[src/rtl/txeread.sv]
// txeread: transmit-side packet reader.
// Reads a packet from the transmit packet memory (32-bit words, first byte in
// the MSB) and emits it as a nibble stream, low nibble of each byte first.
// Optional feature macro: TXEREAD_PAD_EN pads short packets (len < 60 bytes)
// with zero nibbles up to 120 nibbles.
//
// Stream handshake: o_v/o_d form a registered source paced by i_ce. Every
// i_ce edge in SEND presents a new nibble on o_d with o_v high. Between i_ce
// pulses o_v/o_d hold. o_v falls on the i_ce edge that also pulses o_done.
// Memory handshake: o_rd is a one-clock strobe with o_raddr; i_rdata is
// consumed exactly one clock later, independent of i_ce.
module txeread #(
    parameter int AW = 12
) (
    input  logic          i_clk,
    input  logic          i_reset,
    input  logic          i_ce,
    input  logic          i_cmd,
    input  logic [AW+1:0] i_len,
    input  logic          i_cancel,
    output logic          o_busy,
    output logic          o_rd,
    output logic [AW-1:0] o_raddr,
    input  logic [31:0]   i_rdata,
    output logic          o_v,
    output logic [3:0]    o_d,
    output logic          o_done
);

    typedef enum logic [1:0] {
        S_IDLE  = 2'd0,
        S_FETCH = 2'd1,
        S_SEND  = 2'd2,
        S_FLUSH = 2'd3
    } state_t;

    state_t        r_state;
    state_t        w_next;

    logic [AW+1:0] r_len;       // packet length in bytes
    logic [AW+2:0] r_nib;       // index of the next nibble to emit
    logic [31:0]   r_shift;     // word currently being emitted
    logic [31:0]   r_hold;      // prefetched next word
    logic          r_rd_pend;   // a read response arrives this clock
    logic          r_fetch_ph;  // second clock of FETCH

    logic          w_accept;
    logic [AW-1:0] w_last_word;
    logic [AW+2:0] w_data_nibs;
    logic [AW+2:0] w_total;
    logic          w_is_last;
    logic          w_word_end;
    logic [AW:0]   w_next_word;
    logic          w_more;
    logic [3:0]    w_nib;
    logic [3:0]    w_nib_out;

    assign w_accept    = i_cmd && (i_len != '0);
    assign w_last_word = AW'((r_len - 1'b1) >> 2);
    assign w_data_nibs = {r_len, 1'b0};

`ifdef TXEREAD_PAD_EN
    localparam logic [AW+1:0] PAD_LEN  = (AW+2)'(60);
    localparam logic [AW+2:0] PAD_NIBS = (AW+3)'(120);
    assign w_total   = (r_len < PAD_LEN) ? PAD_NIBS : w_data_nibs;
    // padding nibbles beyond the real data are forced to zero
    assign w_nib_out = (r_nib >= w_data_nibs) ? 4'h0 : w_nib;
`else
    assign w_total   = w_data_nibs;
    assign w_nib_out = w_nib;
`endif

    assign w_is_last   = (r_nib == (w_total - 1'b1));
    assign w_word_end  = (r_nib[2:0] == 3'd7);
    // word after the one in the holding buffer
    assign w_next_word = {1'b0, r_nib[AW+2:3]} + (AW+1)'(2);
    assign w_more      = (w_next_word <= {1'b0, w_last_word});

    // nibble select: bytes MSB first, low nibble of each byte first
    always_comb begin
        w_nib = r_shift[7:4];
        case (r_nib[2:0])
            3'd0:    w_nib = r_shift[27:24];
            3'd1:    w_nib = r_shift[31:28];
            3'd2:    w_nib = r_shift[19:16];
            3'd3:    w_nib = r_shift[23:20];
            3'd4:    w_nib = r_shift[11:8];
            3'd5:    w_nib = r_shift[15:12];
            3'd6:    w_nib = r_shift[3:0];
            default: w_nib = r_shift[7:4];
        endcase
    end

    // state register
    always_ff @(posedge i_clk) begin
        if (i_reset) r_state <= S_IDLE;
        else         r_state <= w_next;
    end

    // next-state logic; cancel overrides every non-idle transition
    always_comb begin
        w_next = r_state;
        case (r_state)
            S_IDLE:  if (w_accept) w_next = S_FETCH;
            S_FETCH: if (r_fetch_ph) w_next = S_SEND;
            S_SEND:  if (i_ce && w_is_last) w_next = S_FLUSH;
            S_FLUSH: if (i_ce) w_next = S_IDLE;
            default: w_next = S_IDLE;
        endcase
        if ((r_state != S_IDLE) && i_cancel) w_next = S_IDLE;
    end

    // datapath: reads, word buffers, nibble output and status flags
    always_ff @(posedge i_clk) begin
        if (i_reset) begin
            o_busy     <= 1'b0;
            o_rd       <= 1'b0;
            o_raddr    <= '0;
            o_v        <= 1'b0;
            o_d        <= 4'h0;
            o_done     <= 1'b0;
            r_len      <= '0;
            r_nib      <= '0;
            r_shift    <= '0;
            r_hold     <= '0;
            r_rd_pend  <= 1'b0;
            r_fetch_ph <= 1'b0;
        end else begin
            o_rd      <= 1'b0;
            o_done    <= 1'b0;
            r_rd_pend <= o_rd;

            // word 0 lands in the shift register, later words in the holding buffer
            if (r_rd_pend) begin
                if (r_state == S_FETCH) r_shift <= i_rdata;
                else                    r_hold  <= i_rdata;
            end

            case (r_state)
                S_IDLE: begin
                    if (w_accept) begin
                        r_len      <= i_len;
                        r_nib      <= '0;
                        r_fetch_ph <= 1'b0;
                        o_busy     <= 1'b1;
                        o_rd       <= 1'b1;
                        o_raddr    <= '0;
                    end
                end
                S_FETCH: begin
                    if (!r_fetch_ph) begin
                        r_fetch_ph <= 1'b1;
                        if (w_last_word != '0) begin
                            o_rd    <= 1'b1;
                            o_raddr <= AW'(1);
                        end
                    end
                end
                S_SEND: begin
                    if (i_ce) begin
                        o_v   <= 1'b1;
                        o_d   <= w_nib_out;
                        r_nib <= r_nib + 1'b1;
                        if (w_word_end) begin
                            r_shift <= r_hold;
                            if (w_more) begin
                                o_rd    <= 1'b1;
                                o_raddr <= w_next_word[AW-1:0];
                            end
                        end
                    end
                end
                S_FLUSH: begin
                    if (i_ce) begin
                        o_v    <= 1'b0;
                        o_done <= 1'b1;
                        o_busy <= 1'b0;
                    end
                end
                default: ;
            endcase

            if ((r_state != S_IDLE) && i_cancel) begin
                o_v       <= 1'b0;
                o_rd      <= 1'b0;
                o_busy    <= 1'b0;
                o_done    <= 1'b0;
                r_rd_pend <= 1'b0;
            end
        end
    end

endmodule

[config.mk]
export PLATFORM = sky130hd
export DESIGN_NAME = txeread
export DESIGN_NICKNAME = d
export VERILOG_FILES = /design/src/rtl/txeread.sv
export SDC_FILE = /design/constraint.sdc
export NUM_CORES = 1
export LEC_CHECK = 0
export CAP_MARGIN = 10
export CORE_MARGIN = 8
export CORE_UTILIZATION = 40
export DETAILED_ROUTE_END_ITERATION = 6
export SLEW_MARGIN = 30
export SYNTH_ARGS = -nofsm -noshare
export SYNTH_HDL_FRONTEND = slang
export SYNTH_SLANG_ARGS = --single-unit
[constraint.sdc]
create_clock -name i_clk -period 3.5 [get_ports i_clk]
set_input_delay 1.05 -clock i_clk [delete_from_list [all_inputs] [get_ports i_clk]]
set_output_delay 1.05 -clock i_clk [all_outputs]
set_load 0.01 [all_outputs]
==> impl_summary.md, run 1 <==
Clock network
After clock tree synthesis, the clock-pin slew on the worst setup and hold paths is 0.06 ns. The number of levels in the clock H-tree is 4. The source-to-sink clock delay at the later pin of the worst-skew pair is 0.42 ns.

Clock tree synthesis selected as its root buffer the cell sky130_fd_sc_hd__clkbuf_16. The TritonCTS buffer count is 17. TritonCTS built the clock tree.

The number of buffers between clock root and the deepest sink is 2. Clock tree synthesis found a total of 117 sinks.

Global route
Across every metal layer, demand over resource in global routing totals 0.188. The number of antenna violations at the first check in global routing is 0. The met2 track utilization from global routing is 0.308.

For met1 alone, demand over resource in global routing was 0.236. The via count of the first global-routing pass came to 5811. The total overflow left after global routing is 0. The met3 demand-to-capacity share in global routing is 0.0486. The first-pass GRT wire length is between 30000 and 40000 um. The pin count of the biggest net entering global routing is slightly above 50.

In this run the most used layer during global routing was met2.

Floorplan
In this run the standard cell core region covers roughly 15000 um^2. After floorplanning, the core was divided into 45 placement rows. The horizontal die dimension is 140 um. The effective utilization at floorplan is 0.409. From bottom edge to top edge, the die measures approximately 140 um. In this run the count of I/O pins placed on the die edge is 71. The area of the die is 19700 um^2.

Detailed routing
The count of TritonRoute iterations in the first routing pass is 5. The post-detailed-route DRC marker count is 0. The DRC marker count from the first detailed-route iteration is around 450. In the final routed layout, each cell accounts on average for around 17 um. Using the TritonRoute via totals, the vias-per-cell ratio works out to ~5.6. The overall via count from detail_route is around 6000.

The final wirelength is approximately 19000 um. The remaining antenna violation count after routing is 0.

Placed design
The half-perimeter wire length of the detailed placement result is around 13000 um. OpenSTA, run right after detailed placement, puts the worst setup slack at -0.109 ns. In this run, placement finished with an instance count of 1027.

The placer congestion estimate is ~0.87. The total of buffers placed on input and output ports is 70.

Critical path
For this design, the slowest cell found on the critical path is sky130_fd_sc_hd__or4_4. The most critical setup path has its startpoint at r_len[3]$_SDFFE_PP0P_. The type of element launching the critical path is a flop. The number of buffers and inverters on the critical path is 0. The most critical setup path has its endpoint at o_rd$_SDFF_PP0_. In this run the number of cells on the critical path is 11. The largest stage delay on the critical path is ~0.56 ns. The worst reg-to-reg path cell count is 11. The most frequent cell on the critical path is sky130_fd_sc_hd__maj3_2. The destination of the worst register-to-register timing path is o_rd$_SDFF_PP0_. The cell class contributing the biggest share of worst-path delay is compound AO/OA/AOI/OAI gates.

The maximum net fanout on the critical path is 4. The required time of the worst setup path is between 3 and 4 ns. The data arrival time of the critical path is between 3 and 4 ns. The critical path goes through or4_4 > nor3_4 > xnor2_2 > ha_2 > a2111oi_4 > o21a_1 > a211oi_2 > maj3_2 > maj3_2 > a211o_1 > a311oi_2. The endpoint kind of the worst setup timing path is a flop. The startpoint of the lowest-slack register-to-register path is r_len[3]$_SDFFE_PP0P_.

The path type of the worst setup path is flop to flop. The worst register-to-register path has a setup slack of 0.10 ns.

Timing
For the pin with the worst max-slew slack, the measured transition is 0.717 ns. Setup repair after global routing left no endpoint under its margin. The clock skew is between 0.006 and 0.007 ns. The max-slew violation total from the final report is 0. For this run, the top clock speed supported by timing is 0.294 GHz.

The final worst slack is around 0.10 ns. The worst pin sits at a relative slew slack of 0.521. The share of the clock period used by the worst path is 0.970. The number of endpoints failing setup at the final stage is 0. Hold timing on the final database bottoms out at a slack of between 0.4 and 0.5 ns. The final count of hold timing violations is 0. The minimum period implied by the final worst setup slack is ~3.4 ns.

Job
Max-cap violations in this run came to 0.

Worst hold path
In this run the most critical hold path is launched from r_hold[30]$_SDFFE_PP0P_. The min-delay analysis places its worst path in the category flop to flop.

Layout
Of the cells placed in the final design, the portion with a size suffix greater than 1 is 0.153. The count of cells in the finished layout, fillers not included, comes to 1064. The number of antenna diodes in the final layout is 0. Compared with the post-synthesis result, the final layout area differs by 29.9%. At the end of the flow, the number of nets in the layout was 937.

Synthesis
When the netlist entered floorplanning its net count stood at about 860. The share of synthesized area in the top cell type comes to 0.378. Of the synthesized area, sequential elements account for 0.378.

The number of enable-type register cells in the synthesized netlist is 0. The cell area after synthesis is roughly 6200 um^2. Sorting the synthesized cells by area gives the leading types as sky130_fd_sc_hd__dfxtp_1 38%, sky130_fd_sc_hd__nand2_1 9.9%, sky130_fd_sc_hd__a21oi_1 4.9%. In the synthesized netlist, the number of instances is about 790. The yosys synthesis warning count is 0. The mean cell area of the mapped netlist is between 7 and 8 um^2. The cell taking the most area after synthesis is sky130_fd_sc_hd__dfxtp_1.

The leading register cell type out of synthesis is sky130_fd_sc_hd__dfxtp_1. By count the netlist is led by 163 x sky130_fd_sc_hd__nand2_1, 117 x sky130_fd_sc_hd__dfxtp_1, 72 x sky130_fd_sc_hd__nor2_1. The share of flip-flops with an asynchronous set or reset is 0. After synthesis, the netlist uses about 70 different library cells. The number of flip-flops and latches in the synthesized netlist is 117. Yosys instantiated no cell more often than sky130_fd_sc_hd__nand2_1.

Pwr
The share of total power dissipated in combinational logic is 0.357. The switching power is 1880 uW. The static power due to leakage is approximately 0.0030 uW. The maximum resistive drop on vdd is around 0.35 mV. For this design the ratio of total power to cell area is ~650 nW/um^2.

The share of power burned in registers is 0.301. Of the total power, the share spent switching nets is 0.358. Of the total power, the clock network draws 0.342. The internal power of the cells totals around 3400 uW.

Status
The flow ran to the end, and the final reports show no timing, DRC or antenna violations.
[final cells by class]
type,count,area (um^2)
Timing Repair Buffer,119,1080
Tap cell,188,235
Inverter,18,67.6
Clock buffer,17,425
Fill cell,1399,7100
Clock inverter,15,179
Multi-Input combinational cell,590,3710
Sequential cell,117,2350
[metal layers]
metal,routed length [um],up-vias,share of wire
met4,267,0,0.014
met3,1160,26,0.062
met5,0,-,0
met2,8770,180,0.47
li1,-,2929,-
met1,8410,2862,0.45
[repair_timing]
action	4_1_cts	5_1_grt
gates resized for setup	14	18
pin swaps	5	11
cloned	0	1
endpoints found under the setup margin	13	13
setup buffers	1	3
hold buffers	0	0
[placed cells by master (no fill, tap or decap), types with 5 or more instances in the layout]
master | synthesis | layout
sky130_fd_sc_hd__buf_4 | 0 | 48
sky130_fd_sc_hd__a21oi_1 | 61 | 60
sky130_fd_sc_hd__ha_1 | 23 | 20
sky130_fd_sc_hd__dfxtp_1 | 117 | 113
sky130_fd_sc_hd__nor4_1 | 10 | 7
sky130_fd_sc_hd__o21ai_0 | 13 | 12
sky130_fd_sc_hd__a311oi_1 | 33 | 32
sky130_fd_sc_hd__nand2_1 | 163 | 159
sky130_fd_sc_hd__clkbuf_16 | 0 | 17
sky130_fd_sc_hd__nand3_1 | 60 | 60
sky130_fd_sc_hd__clkdlybuf4s50_1 | 0 | 69
sky130_fd_sc_hd__xor2_1 | 15 | 15
sky130_fd_sc_hd__a222oi_1 | 6 | 6
sky130_fd_sc_hd__nand4_1 | 8 | 8
sky130_fd_sc_hd__nor2_1 | 72 | 70
sky130_fd_sc_hd__nor3_1 | 9 | 5
sky130_fd_sc_hd__mux2i_1 | 11 | 11
sky130_fd_sc_hd__xnor2_1 | 22 | 21
sky130_fd_sc_hd__inv_1 | 17 | 15
[tightest hold or removal path, cell delays in order, from the launching register on]
cell and delay [ns]:
sky130_fd_sc_hd__dfxtp_1 0.31, sky130_fd_sc_hd__nand2_1 0.05, sky130_fd_sc_hd__a21oi_1 0.05
[flip-flops by register name, indices dropped and copies added, names as in the netlist]
name	cells
r_rd_pend	1
r_fetch_ph	1
r_state	2
o_v	1
r_nib	15
r_hold	32
o_done	1
r_shift	32
o_raddr	12
o_rd	1
r_len	14
o_busy	1
o_d	4
[cell families (layout without fill, tap and decap cells)]
group	Yosys count	in the layout	share of synthesized area
multiplexers	12	12	0.0196
flip-flops	117	117	0.378
AO/OA/AOI/OAI	155	155	0.175
AND/OR/NAND/NOR	356	357	0.260
buffers and inverters	81	169	0.0509
XOR/XNOR	41	41	0.0661
adder cells (fa/ha/maj)	25	25	0.0499
[worst min path at each step]
| stage | slack [ns] | endpoint | cells past startpoint |
|---|---|---|---|
| 6_report | 0.45 | r_hold[30]$_SDFFE_PP0P_ | 2 |
| 5_1_grt | 0.48 | r_hold[5]$_SDFFE_PP0P_ | 2 |
| 4_1_cts | 0.46 | r_hold[17]$_SDFFE_PP0P_ | 2 |
| 3_5_place_dp | 0.45 | r_hold[17]$_SDFFE_PP0P_ | 2 |
| 3_3_place_gp | 0.44 | r_hold[23]$_SDFFE_PP0P_ | 2 |
| 2_1_floorplan | 0.44 | r_hold[0]$_SDFFE_PP0P_ | 2 |
[stage by stage]
| stage | total power, uW | TNS, ns | util | instance area, um^2 |
|---|---|---|---|---|
| 2_1_floorplan | 2710 | 0 | - | 6210 |
| 3_3_place_gp | 3270 | -0.0479 | 0.479 | 7250 |
| 3_5_place_dp | 3310 | -0.266 | 0.479 | 7260 |
| 4_1_cts | 5160 | 0 | 0.523 | 7920 |
| 5_1_grt | 5500 | 0 | 0.531 | 8040 |
| 6_report | 5240 | 0 | 0.531 | 8040 |
[power groups by stage]
stage | clock network (uW) | registers (uW) | logic, uW
3_3_place_gp | 0 | 1590 | 1680
5_1_grt | 1880 | 1590 | 2030
3_5_place_dp | 0 | 1600 | 1720
6_report | 1790 | 1580 | 1870
2_1_floorplan | 0 | 1550 | 1150
4_1_cts | 1820 | 1570 | 1770
(Power assumes the default switching activity.)
==> inputs of run 2 (changes only) <==
- CORE_UTILIZATION: 40 -> 35
==> run 2 against run 1 <==
Net effect:
- via count fell by 1.1%
- clock power rose by 3%
- clock skew up 0.0047 ns
- setup slack worse by 0.033 ns
- largest power group unchanged
- sequential cell count did not move
- maximum frequency shrank 0.97%
- combinational power hardly changed
- cell area grew 0.65%
- die area grew 13%
- hold slack got worse by 0.00089 ns
- total power is 0.70% higher
==> impl_summary.md, run 2 (synthesis gave the netlist of run 1 again) <==
Status
Outcome: finished, final reports clean (unchanged).

Job
The count of max-cap constraint violations is 0 (unchanged).

Global route
The overall track demand over capacity in global routing is 0.163 (was 0.188). The first-pass GRT wire length came to 28900 um (was 30000 um). The pin count of the biggest net entering global routing was 47 (was 51). The remaining global-route overflow came to 0 (unchanged). The via count of the first global-routing pass is 5622 (was 5811). The number of antenna violations at the first check in global routing is 0 (unchanged).

Detailed routing
The remaining antenna violation count after routing is 0 (unchanged). The count of TritonRoute iterations in the first routing pass is 5 (unchanged). The number of vias per cell is 5.38 (was 5.64). The DRC marker count from the first detailed-route iteration was 537 (was 454). The overall via count from detail_route is 5932 (was 5997).

The final wirelength is 18100 um (was 18600 um). The detailed-route wire length per cell is 16.4 um (was 17.5 um). The post-detailed-route DRC marker count came to 0 (unchanged).

Worst hold path
The path type of the worst min-delay path is flop to flop (unchanged).

Timing
The sum of negative setup slack is 0 ns (unchanged). The transition at the pin with the smallest max-transition slack was 0.869 ns (was 0.717 ns). The final count of hold timing violations is 0 (unchanged). The minimum period implied by the final worst setup slack was 3.43 ns (was 3.40 ns). The final worst slack came to 0.0711 ns (was 0.104 ns).

The clock skew is 0.0108 ns (was 0.00613 ns). Setup repair after global routing missed its margin: yes (was no). The worst relative slew slack is 0.416 (was 0.521). The max-slew violation total from the final report is 0 (unchanged). The fmax is 0.292 GHz (was 0.294 GHz). The number of endpoints failing setup at the final stage is 0 (unchanged). The share of the clock period used by the worst path is 0.980 (was 0.970).

Clock network
The clock sink count is 117 (unchanged). The number of buffers added to fix hold violations after cts came to 0 (unchanged). The source-to-sink clock delay at the later pin of the worst-skew pair was 0.42 ns (about the same). The master cell of the clock root buffer is sky130_fd_sc_hd__clkbuf_16 (unchanged).

The TritonCTS buffer count came to 17 (unchanged). The number of levels in the clock H-tree was 4 (unchanged). The CTS tree is yes (unchanged). The number of buffers between clock root and the deepest sink is 2 (unchanged). The clock transition time at the flip-flop clock pins of the worst setup and hold paths was 0.06 ns (about the same).

Floorplan
The effective utilization at floorplan is 0.358 (was 0.409). The site row count is 48 (was 45). The horizontal die dimension came to 149 um (was 140 um).

The height of the chip is 149 um (was 140 um). The area of the placeable core is 17300 um^2 (was 15100 um^2). The I/O pin count is 71 (unchanged). The area of the die is 22200 um^2 (was 19700 um^2).

Layout
The share of final-layout standard cells stronger than drive strength 1 is 0.146 (was 0.153). The layout overhead on the synthesized area is 30.8% (was 29.9%). The most frequent standard cell in the layout excluding fill and tap cells is sky130_fd_sc_hd__nand2_1 (unchanged). Largest registers: r_hold x32, r_shift x32, r_nib x15 (unchanged). The net count of the finished layout came to 939 (was 937). The count of placed standard cells in the final layout, fillers left out is 1103 (was 1064).

The post-route standard cell area excluding fillers is 8100 um^2 (was 8040 um^2). The final design utilization is 0.468 (was 0.531). The count of inserted antenna diode cells is 0 (unchanged). Most used cells in the layout excluding fill and tap cells: 161 x sky130_fd_sc_hd__nand2_1, 115 x sky130_fd_sc_hd__dfxtp_1, 70 x sky130_fd_sc_hd__nor2_1 (was 159 x sky130_fd_sc_hd__nand2_1, 113 x sky130_fd_sc_hd__dfxtp_1, 70 x sky130_fd_sc_hd__nor2_1).

Critical path
The path type of the worst setup path is flop to flop (unchanged). The maximum net fanout on the critical path is 10 (was 4). The endpoint kind of the worst setup timing path is a flop (unchanged). The required time of the worst setup path was 3.82 ns (about the same). The minimum setup slack among reg-to-reg paths is 0.07 ns (was 0.10 ns). The type of element launching the critical path is a flop (unchanged). The data arrival time of the critical path came to 3.75 ns (was 3.72 ns).

Placed design
The worst-case setup slack after placement is -0.137 ns (was -0.109 ns). The half-perimeter wire length of the detailed placement result was 12700 um (was 13500 um). The placer congestion estimate is 0.857 (was 0.874). The cell area after placement is 7280 um^2 (was 7260 um^2). The total of buffers placed on input and output ports is 70 (unchanged). The number of instances in the placed design came to 1063 (was 1027).

Pwr
The ratio of total power to cell area is 652 nW/um^2 (was 651 nW/um^2). The static power due to leakage is 0.00302 uW (was 0.00300 uW). The maximum resistive drop on vdd is 0.349 mV (was 0.346 mV).
==> run 2: cell types whose count changed in the layout (fill, tap and decap cells not counted), moves of 3 or more <==
| cell | delta |
|---|---|
| sky130_fd_sc_hd__buf_4 | +3 |
| sky130_fd_sc_hd__clkinv_2 | -3 |
| sky130_fd_sc_hd__clkinv_4 | +4 |
| sky130_fd_sc_hd__clkinvlp_4 | -4 |
| sky130_fd_sc_hd__dfxtp_2 | -3 |
| sky130_fd_sc_hd__nor4_2 | -3 |
==> run 2: cell type report <==
cell class	instances	area, um^2
inverter	18	70.1
clock inverter	14	191
timing repair buffer	121	1080
multi-input combinational	590	3700
fill	1683	9200
sequential	117	2350
tap	225	282
clock buffer	18	429
==> run 2: worst max-delay path, cell delays in order (launching register included) <==
cell and delay [ns]:
sky130_fd_sc_hd__dfxtp_1 0.32, sky130_fd_sc_hd__buf_4 0.19, sky130_fd_sc_hd__nor3_2 0.26, sky130_fd_sc_hd__nand2_2 0.09, sky130_fd_sc_hd__nor2_2 0.12, sky130_fd_sc_hd__xnor2_1 0.14
sky130_fd_sc_hd__ha_1 0.31, sky130_fd_sc_hd__a2111oi_4 0.36, sky130_fd_sc_hd__o21a_1 0.18, sky130_fd_sc_hd__a211oi_2 0.07, sky130_fd_sc_hd__maj3_2 0.30, sky130_fd_sc_hd__maj3_2 0.33
sky130_fd_sc_hd__a211o_1 0.36, sky130_fd_sc_hd__a311oi_2 0.30
==> run 2: metrics by stage <==
stage	total power (uW)	hold slack, ns
after detailed placement	3300	0.447
after global routing	5560	0.469
final	5280	0.454
after global placement	3290	0.442
after floorplan	2710	0.437
after CTS	5180	0.455
==> run 2: worst paths after layout <==
check	from	to	cells after the start
min	r_hold[30]$_SDFFE_PP0P_	r_hold[30]$_SDFFE_PP0P_	2
max reg2reg	r_len[4]$_SDFFE_PP0P_	o_rd$_SDFF_PP0_	13
min reg2reg	r_hold[30]$_SDFFE_PP0P_	r_hold[30]$_SDFFE_PP0P_	2
max	r_len[4]$_SDFFE_PP0P_	o_rd$_SDFF_PP0_	13
==> run 2: per-layer routing <==
layer | track usage | routed length, um
met5 | 0 | 0
met4 | 0.0570 | 267
met3 | 0.0379 | 854
met2 | 0.265 | 8670
met1 | 0.207 | 8320
==> run 2: report_power, final <==
part	switching, uW	internal, uW
Clock	703	1140
Combinational	1080	791
Sequential	99.7	1460
Total	1880	3390
==> run 2: what timing repair did <==
action | 4_1_cts | 5_1_grt
pin swaps | 1 | 18
setup endpoints to repair | 13 | 13
gates cloned | 0 | 1
buffers inserted | 0 | 7
gates resized for setup | 8 | 25
==> inputs of run 3 (changes only) <==
- clock period: 3.5 -> 3.79 ns (I/O delays scaled with it)
==> run 3 against run 2 <==
Net effect:
- setup slack gained 0.098 ns
- clock-buffer cell count grew 2
- combinational power shrank 18%
- utilization shrank 1.7 points
- clock skew shrank 0.0045 ns
- largest power group is now the clock network
- sequential share of layout area grew 1.0 points
- sequential power shrank 8%
- critical path depth shrank 1
- final cell count shrank 2.3%
- via count shrank 4.2%
- non-clock buffer count shrank 23
- hold slack lost 0.0012 ns
==> impl_summary.md, run 3 (synthesis gave the netlist of run 1 again) <==
Status
Outcome: finished, final reports clean (unchanged).

Timing
The transition at the pin with the smallest max-transition slack is 0.814 ns (was 0.869 ns). The minimum period implied by the final worst setup slack came to 3.62 ns (was 3.43 ns). The final count of hold timing violations was 0 (unchanged). The number of endpoints failing setup at the final stage was 0 (unchanged). The share of the clock period used by the worst path is 0.955 (was 0.980). The minimum hold slack is 0.452 ns (was 0.454 ns). The clock skew is 0.00636 ns (was 0.0108 ns). The final worst slack is 0.169 ns (was 0.0711 ns). The max-slew violation total from the final report is 0 (unchanged). The worst relative slew slack is 0.452 (was 0.416). The fmax is 0.276 GHz (was 0.292 GHz). The sum of negative setup slack was 0 ns (unchanged). Setup repair after global routing missed its margin: no (was yes).

Layout
The filler cell count in the final layout is 1759 (was 1683). The total area of sequential cells came to 2340 um^2 (was 2350 um^2). The footprint of the multi-input gates came to 3580 um^2 (was 3700 um^2). Most used cells in the layout excluding fill and tap cells: 161 x sky130_fd_sc_hd__nand2_1, 116 x sky130_fd_sc_hd__dfxtp_1, 71 x sky130_fd_sc_hd__nor2_1 (was 161 x sky130_fd_sc_hd__nand2_1, 115 x sky130_fd_sc_hd__dfxtp_1, 70 x sky130_fd_sc_hd__nor2_1).

The net count of the finished layout came to 915 (was 939). Largest registers: r_hold x32, r_shift x32, r_nib x15 (unchanged). The share of final-layout standard cells stronger than drive strength 1 is 0.103 (was 0.146). The most frequent standard cell in the layout excluding fill and tap cells is sky130_fd_sc_hd__nand2_1 (unchanged). The layout overhead on the synthesized area was 26.1% (was 30.8%). The count of inserted antenna diode cells came to 0 (unchanged). The post-route standard cell area excluding fillers is 7800 um^2 (was 8100 um^2).

Pwr
The total power draw is 4700 uW (was 5280 uW). The maximum resistive drop on vdd is 0.373 mV (was 0.349 mV). The share of power burned in combinational logic is 0.328 (was 0.355). The switching power was 1610 uW (was 1880 uW). The ratio of total power to cell area is 602 nW/um^2 (was 652 nW/um^2). The proportion of total power due to net switching is 0.343 (was 0.357).

The clock network power share is 0.365 (was 0.350). The total internal power is 3090 uW (was 3390 uW). The share of power burned in registers is 0.307 (was 0.295). The static power due to leakage is 0.00287 uW (was 0.00302 uW).

Detailed routing
The DRC marker count from the first detailed-route iteration was 476 (was 537). The final wirelength is 17500 um (was 18100 um). The detailed-route wire length per cell is 16.2 um (was 16.4 um). The count of TritonRoute iterations in the first routing pass is 5 (unchanged). The post-detailed-route DRC marker count is 0 (unchanged). The overall via count from detail_route was 5682 (was 5932).

The remaining antenna violation count after routing is 0 (unchanged). The number of vias per cell is 5.27 (was 5.38).

Clock network
The number of buffers between clock root and the deepest sink is 2 (unchanged). The TritonCTS buffer count came to 17 (unchanged). The master cell of the clock root buffer is sky130_fd_sc_hd__clkbuf_16 (unchanged). The source-to-sink clock delay at the later pin of the worst-skew pair was 0.42 ns (about the same). The clock sink count was 117 (unchanged). The clock transition time at the flip-flop clock pins of the worst setup and hold paths came to 0.06 ns (about the same). The number of levels in the clock H-tree is 4 (unchanged).

The CTS tree is yes (unchanged). The number of buffers added to fix hold violations after cts came to 0 (unchanged).

Critical path
The type of element launching the critical path is a flop (unchanged). The data arrival time of the critical path was 3.95 ns (was 3.75 ns). The required time of the worst setup path is 4.12 ns (was 3.82 ns). The path type of the worst setup path is flop to flop (unchanged). The maximum net fanout on the critical path is 9 (was 10). The endpoint kind of the worst setup timing path is a flop (unchanged).

Global route
The first-pass GRT wire length is 28700 um (was 28900 um). The number of antenna violations at the first check in global routing is 0 (unchanged). The overall track demand over capacity in global routing was 0.161 (was 0.163). The pin count of the biggest net entering global routing came to 58 (was 47).

The remaining global-route overflow is 0 (unchanged). The via count of the first global-routing pass is 5518 (was 5622).

Floorplan
The I/O pin count is 71 (unchanged). The area of the die is 22200 um^2 (unchanged). The site row count is 48 (unchanged). The horizontal die dimension was 149 um (unchanged). The height of the chip is 149 um (unchanged). The effective utilization at floorplan is 0.358 (unchanged).

The area of the placeable core is 17300 um^2 (unchanged).

Placed design
The cell area after placement was 7140 um^2 (was 7280 um^2). The worst-case setup slack after placement came to 0.0686 ns (was -0.137 ns). The total of buffers placed on input and output ports is 70 (unchanged).

The half-perimeter wire length of the detailed placement result is 12400 um (was 12700 um). The placer congestion estimate is 0.873 (was 0.857).

Job
The count of max-cap constraint violations is 0 (unchanged).

Worst hold path
The path type of the worst min-delay path was flop to flop (unchanged).
## run 3: cell count changes in the layout (fill, tap and decap cells not counted), sizes merged
cell / delta
inv: -4
clkbuf: +2
bufinv: +1
buf: -23
clkinvlp: +2
nor2: -1
clkinv: -2
## run 3: final timing paths
kind                      startpoint  slack [ns]  cells after the start                      end
max            r_len[2]$_SDFFE_PP0P_        0.17                     12          o_rd$_SDFF_PP0_
min reg2reg  r_hold[26]$_SDFFE_PP0P_        0.45                      2  r_hold[26]$_SDFFE_PP0P_
min          r_hold[26]$_SDFFE_PP0P_        0.45                      2  r_hold[26]$_SDFFE_PP0P_
max reg2reg    r_len[2]$_SDFFE_PP0P_        0.17                     12          o_rd$_SDFF_PP0_
## run 3: power by group through the flow
stage / registers, uW / clock network, uW / logic (uW)
after detailed placement: 1470 / 0 / 1510
after global routing: 1450 / 1800 / 1710
after floorplan: 1440 / 0 / 1050
after global placement: 1470 / 0 / 1510
final: 1440 / 1710 / 1540
after CTS: 1440 / 1740 / 1520
## run 3: area by class of cell
cell class,count,area share
flip-flops and latches,117,0.300
well taps,225,0.0361
multi-input cells,589,0.459
inverters,18,0.00866
clock buffers,20,0.0572
repair buffers,98,0.116
clock inverters,11,0.0224
## run 3: through the flow
stage / instances / utilization
5_1_grt: 1078 / 0.451
2_1_floorplan: 787 / -
6_report: 1078 / 0.451
4_1_cts: 1078 / 0.449
3_5_place_dp: 1047 / 0.413
3_3_place_gp: 1047 / 0.412
## run 3: metal layers
layer / GRT usage / vias up / wire, um
met1: 0.208 / 2659 / 8240
li1: - / 2876 / -
met4: 0.0475 / 0 / 215
met5: 0 / - / 0
met2: 0.263 / 132 / 8240
met3: 0.0373 / 15 / 795
## run 3: timing repair
action,in CTS,in global routing
setup buffers,0,0
gates resized for setup,0,12
setup endpoints to repair,0,13
## run 3: worst max-delay path: stages, from the launching register on
cell                       delay, ns
sky130_fd_sc_hd__dfxtp_1        0.32
sky130_fd_sc_hd__buf_4          0.17
sky130_fd_sc_hd__or4_2          0.68
sky130_fd_sc_hd__o21a_1         0.23
sky130_fd_sc_hd__nor2_2         0.14
sky130_fd_sc_hd__ha_1           0.26
sky130_fd_sc_hd__and3_1         0.17
sky130_fd_sc_hd__o21ai_1        0.16
sky130_fd_sc_hd__a211oi_2       0.12
sky130_fd_sc_hd__maj3_1         0.37
sky130_fd_sc_hd__maj3_2         0.34
sky130_fd_sc_hd__a211o_1        0.32
sky130_fd_sc_hd__a311oi_1       0.24
